`src/rtl/mem_wait_ctrl.sv`:
```
// Memory timing stage between the CPU memory controller and the ROM/RAM8 arrays.
// Decodes the request, holds the array strobe for a fixed wait count and returns 1-cycle rdy pulses.
module mem_wait_ctrl #(
  parameter int ROM_WAIT    = 1,
  parameter int RAM_RD_WAIT = 2,
  parameter int RAM_WR_WAIT = 1
) (
  input  logic        clk,
  input  logic        rst,
  input  logic        startRead,
  input  logic        w,
  input  logic [14:0] addr,
  input  logic [31:0] wdata,
  input  logic [31:0] rom_rdata,
  input  logic [31:0] ram_rdata,
  output logic [10:0] rom_addr,
  output logic        rom_rd,
  output logic [11:0] ram_addr,
  output logic        ram_rd,
  output logic        ram_we,
  output logic [31:0] ram_wdata,
  output logic [31:0] rdata,
  output logic        readrdy,
  output logic        saverdy,
  output logic        busy,
  output logic [2:0]  err,
  input  logic        err_clr
);

  localparam int MAX_RAM  = (RAM_RD_WAIT > RAM_WR_WAIT) ? RAM_RD_WAIT : RAM_WR_WAIT;
  localparam int MAX_WAIT = (ROM_WAIT > MAX_RAM) ? ROM_WAIT : MAX_RAM;
  localparam int CW       = $clog2(MAX_WAIT) + 1;

  localparam logic [CW-1:0] ROM_LD    = CW'(ROM_WAIT - 1);
  localparam logic [CW-1:0] RAM_RD_LD = CW'(RAM_RD_WAIT - 1);
  localparam logic [CW-1:0] RAM_WR_LD = CW'(RAM_WR_WAIT - 1);

  // IDLE: waiting | ROM_RD/RAM_RD/RAM_WR: strobe held, counting down | DONE: rdy pulse
  typedef enum logic [2:0] {IDLE, ROM_RD, RAM_RD, RAM_WR, DONE} state_t;

  state_t        state, state_nxt;
  logic [CW-1:0] cnt;
  logic          is_rd;
  logic          rom_wr;
  logic          req, rom_sel, bank_sel, accept, cnt_zero;
  logic [2:0]    err_set;
  logic          unused_addr;

  assign unused_addr = ^addr[14:13];

  always_comb begin
    req      = startRead | w;
    rom_sel  = (addr[12:11] == 2'b00);
    bank_sel = (addr[12:11] == 2'b10);
    accept   = (state == IDLE) && req;
    cnt_zero = (cnt == '0);
    err_set  = {accept & w & rom_sel, accept & w & startRead, (state != IDLE) & req};
  end

  always_ff @(posedge clk or negedge rst) begin
    if (!rst) state <= IDLE;
    else      state <= state_nxt;
  end

  // ROM writes reuse the write slot timing; ram_we stays low for them
  always_comb begin
    state_nxt = state;
    case (state)
      IDLE: begin
        if (w)              state_nxt = RAM_WR;
        else if (startRead) state_nxt = rom_sel ? ROM_RD : RAM_RD;
      end
      ROM_RD, RAM_RD, RAM_WR: if (cnt_zero) state_nxt = DONE;
      DONE:    state_nxt = IDLE;
      default: state_nxt = IDLE;
    endcase
  end

  always_ff @(posedge clk or negedge rst) begin
    if (!rst) begin
      cnt       <= '0;
      is_rd     <= 1'b0;
      rom_wr    <= 1'b0;
      rom_addr  <= '0;
      ram_addr  <= '0;
      ram_wdata <= '0;
      rdata     <= '0;
      err       <= '0;
    end else begin
      if (accept) begin
        is_rd  <= ~w;
        rom_wr <= w & rom_sel;
        if (w)            cnt <= RAM_WR_LD;
        else if (rom_sel) cnt <= ROM_LD;
        else              cnt <= RAM_RD_LD;
        if (rom_sel && !w) rom_addr  <= addr[10:0];
        if (!rom_sel)      ram_addr  <= {bank_sel, addr[10:0]};
        if (!rom_sel && w) ram_wdata <= wdata;
      end else if ((state == ROM_RD || state == RAM_RD || state == RAM_WR) && !cnt_zero) begin
        cnt <= cnt - 1'b1;
      end
      if (state == ROM_RD && cnt_zero) rdata <= rom_rdata;
      if (state == RAM_RD && cnt_zero) rdata <= ram_rdata;
      err <= (err & ~{3{err_clr}}) | err_set;
    end
  end

  always_comb begin
    rom_rd  = (state == ROM_RD);
    ram_rd  = (state == RAM_RD);
    ram_we  = (state == RAM_WR) && !rom_wr;
    readrdy = (state == DONE) && is_rd;
    saverdy = (state == DONE) && !is_rd;
    busy    = (state != IDLE);
  end

endmodule

```
`config.mk`:
```
export PLATFORM = sky130hd
export DESIGN_NAME = mem_wait_ctrl
export DESIGN_NICKNAME = d
export VERILOG_FILES = /design/src/rtl/mem_wait_ctrl.sv
export SDC_FILE = /design/constraint.sdc
export NUM_CORES = 1
export LEC_CHECK = 0
export CORE_MARGIN = 1
export CORE_UTILIZATION = 40
export CTS_BUF_LIST = sky130_fd_sc_hd__clkbuf_4
export DETAILED_ROUTE_END_ITERATION = 10
export GPL_TIMING_DRIVEN = 0
export PLACE_DENSITY_LB_ADDON = 0.12
export RECOVER_POWER = 25
export SLEW_MARGIN = 20
export SYNTH_ARGS = -nofsm -noshare
export SYNTH_HDL_FRONTEND = slang
export SYNTH_SLANG_ARGS = --single-unit
export TNS_END_PERCENT = 50
```
`constraint.sdc`:
```
create_clock -name clk -period 2 [get_ports clk]
set_input_delay 0.5 -clock clk [delete_from_list [all_inputs] [get_ports clk]]
set_output_delay 0.5 -clock clk [all_outputs]
set_load 0.005 [all_outputs]
```
==> results by group <==
Status
  • Status: complete, no violations

Layout
  • Nets: 714
  • Layout cells sized above 1: 0.2159
  • N_diodes: 0
  • Area growth, synth to finish: 60.17%

Detailed routing
  • DRT Pass-1 Iters: 5
  • Routed via count: 3821
  • WL met1: 5164 um
  • Highest metal used: met4
  • Via/cell ratio: 5.178
  • Antenna Nets Post-Route: 0
  • DRC violations left: 0
  • Met3 Routed Length: 731 um
  • DR WL met2: 6048 um
  • WL final: 12170 um
  • WL/cell: 16.49 um
  • Initial DRC count: 160

Worst setup path
  • Top cell by count, worst path: buf_8
  • CP endpoint: rom_rd
  • Reg2Reg Setup Slack: 0.14 ns
  • CP arrival: 1.48 ns
  • Critical path's largest stage delay: 0.45 ns
  • Crit path kind: reg -> out
  • Critical Path Start Type: flip-flop
  • Top delay family on crit path: flip-flops
  • Critical-path cell list: buf_8 -> buf_8 -> nor3_2 -> buf_2
  • Crit. Startpoint: state[1]
  • Cell at the slowest stage of the critical path: dfrtp_1
  • FF-to-FF End: ram_wdata[16]
  • CP Capture Type: primary output
  • CP Max Fanout: 10
  • WP depth: 4
  • Worst r2r path cells: 7
  • Req. time, crit path: 1.50 ns
  • CP bufs+invs: 3
  • R2r startpoint: state[0]

Floorplanning
  • Row count: 37
  • DIE HEIGHT: 105.6 um
  • Ports: 212
  • Starting Density: 0.4141
  • Die ar.: 11150 sq um
  • Area of the core: 10370 sq um
  • Die Wd: 105.6 um

CTS
  • Root buf cell: clkbuf_4
  • Clock slew at the register clock pins of the worst setup and hold paths: 0.15 ns
  • Clk sinks: 97
  • H-tree lvl count: 3
  • CTS Buffer Depth: 2
  • CTS tree: built
  • Num CTS Buffers: 9
  • Clock latency on the worst-skew pair: 0.45 ns

Synthesis
  • Syn nets: 480
  • Number of synthesized flops with an enable pin: 0
  • Most used DFF post-synth: dfrtp_1
  • Synth warn: 0
  • Leading area contributor after synthesis: dfrtp_1
  • Register area share after synthesis: 0.5653
  • Mapped cell area: 4294 sq um
  • Yosys top cell area share: 0.5653
  • Synth unique cells: 34
  • Fraction of registers with async set/reset: 1.000
  • Synth Instances: 363
  • Syn_area_per_cell: 11.83 sq um
  • Synth area leaders: dfrtp_1 57%, mux2_2 14%, a211oi_1 5.8%
  • #FFs+latches synth: 97

Pwr
  • P_leak: 0.002826 uW
  • P per Cell Area: 1511 nW/um^2
  • Max rail drop VDD: 0.0007783 V

STA
  • Post-Route Skew: 0.01845 ns
  • Max Clock Freq: 505.1 MHz
  • Final critical-path share of the clock period: 0.9898
  • Tmin final: 1.980 ns
  • Max transition margin: 0.3408
  • Slew @ Worst Pin: 0.9887 ns
  • Final hold viol count: 0
  • Unrepaired setup endpoints after global routing: yes
  • Final setup viols: 0
  • Final WS setup: 0.02035 ns
  • Hold WS: 0.4582 ns
  • Max Transition Viols Final: 0

GRT
  • First-pass GRT wire length: 19150 um
  • Number of global-route vias before repair: 3944
  • Initial antenna violation count: 0
  • Largest net degree at the start of global routing: 62
  • Grt total ovfl: 0
  • Total GRT Usage: 0.2167

Place
  • Dpl hpwl: 8979 um
  • Port Buffers: 208
  • Place WS: -0.3614 ns
  • RePlAce Congestion: 0.7603

Hold path
  • Tightest Hold Check Type: in -> reg
  • WHS Path Cells: 2

Flow run
  • Max-cap viol count: 0
==> sequential cells by signal, summed over array words and instances (netlist names) <==
signal,count
ram_addr,12
ram_wdata,32
is_rd,1
rdata,32
cnt,2
rom_addr,11
rom_wr,1
state,3
err,3
==> routing by layer <==
layer  up-vias  global-route usage
met2       137              0.3788
met4         0             0.07242
met3        19             0.04886
met1      1857              0.2644
li1       1808                   -
met5         -                   0
==> worst reg2reg max path, stage by stage (launching register included) <==
cell and delay, ns:
dfrtp_2 0.47, buf_6 0.13, nor3_4 0.18, buf_4 0.19
and3_1 0.15, buf_4 0.14, buf_6 0.15, mux2_2 0.35
==> area by class of cell <==
class | count | area [sq um]
buffer | 29 | 216.5
clock buffer | 9 | 67.56
clock inverter | 7 | 61.31
fill | 822 | 3492
inverter | 5 | 22.52
multi-input combinational | 230 | 1704
sequential | 97 | 2429
tap | 136 | 170.2
timing repair buffer | 225 | 2207
==> metrics by stage <==
stage	util	setup TNS (ns)	area, sq um	std cells	total power (uW)
after floorplan	-	0	4294	363	6188
after global placement	0.6313	-314.33	6546	707	8918
after global routing	0.6632	-0.1939	6878	738	11080
after CTS	0.6590	-0.06241	6834	735	10350
after detailed placement	0.6340	-7.497	6575	708	9112
final	0.6632	0	6878	738	10390
==> worst min-delay path by stage <==
stage / slack, ns / start / end
after floorplan: 0.20 / rst / cnt[0]
after global placement: 0.47 / ram_wdata[7] / ram_wdata[7]
after detailed placement: 0.43 / rst / rdata[6]
after CTS: 0.43 / w / is_rd
after global routing: 0.46 / w / is_rd
final: 0.46 / w / is_rd
==> logic make-up after synthesis <==
group	Yosys count	share of synthesized area
AO/OA/AOI/OAI	111	0.1710
flip-flops	97	0.5653
AND/OR/NAND/NOR	64	0.07314
multiplexers	54	0.1416
buffers and inverters	36	0.04604
adder cells (fa/ha/maj)	1	0.002913
==> power by group <==
group	switching [uW]	internal, uW	total, uW
logic	2340	3490	5830
clock network	708	283	991
registers	615	2960	3570
total	3660	6730	10400
==> cells in the mapped netlist, types with 3 or more instances <==
library cell,count
o2bb2ai_1,8
clkbuf_1,13
a211oi_1,33
a32o_1,3
dfrtp_1,97
a21oi_1,35
or2_2,3
o22ai_1,25
buf_2,11
nor2_1,45
inv_1,4
mux2_2,53
buf_6,6
==> cell usage in the layout (no fill, tap or decap), types with 2 or more instances in the layout <==
| cell type | instances |
|---|---|
| a21oi_1 | 35 |
| inv_6 | 2 |
| buf_6 | 9 |
| nor2_1 | 44 |
| buf_2 | 14 |
| clkbuf_2 | 6 |
| buf_4 | 15 |
| a31oi_1 | 2 |
| clkdlybuf4s50_1 | 201 |
| a21o_1 | 2 |
| inv_1 | 3 |
| a211oi_1 | 33 |
| buf_8 | 3 |
| o22ai_1 | 25 |
| a32o_1 | 3 |
| or2_2 | 3 |
| inv_8 | 2 |
| nand2_1 | 2 |
| clkinvlp_4 | 2 |
| nor3_4 | 2 |
| o2bb2ai_1 | 8 |
| clkbuf_1 | 4 |
| mux2_2 | 53 |
| dfrtp_1 | 96 |
| clkbuf_4 | 9 |
==> repair_timing <==
action,in CTS,in global routing
setup endpoints to repair,6,32
pin swaps,2,3
resized for setup,40,19
endpoints found under the hold margin,36,0
hold buffers,1,0
setup buffers,11,4
Note: power is estimated with default switching activity, not from simulation.
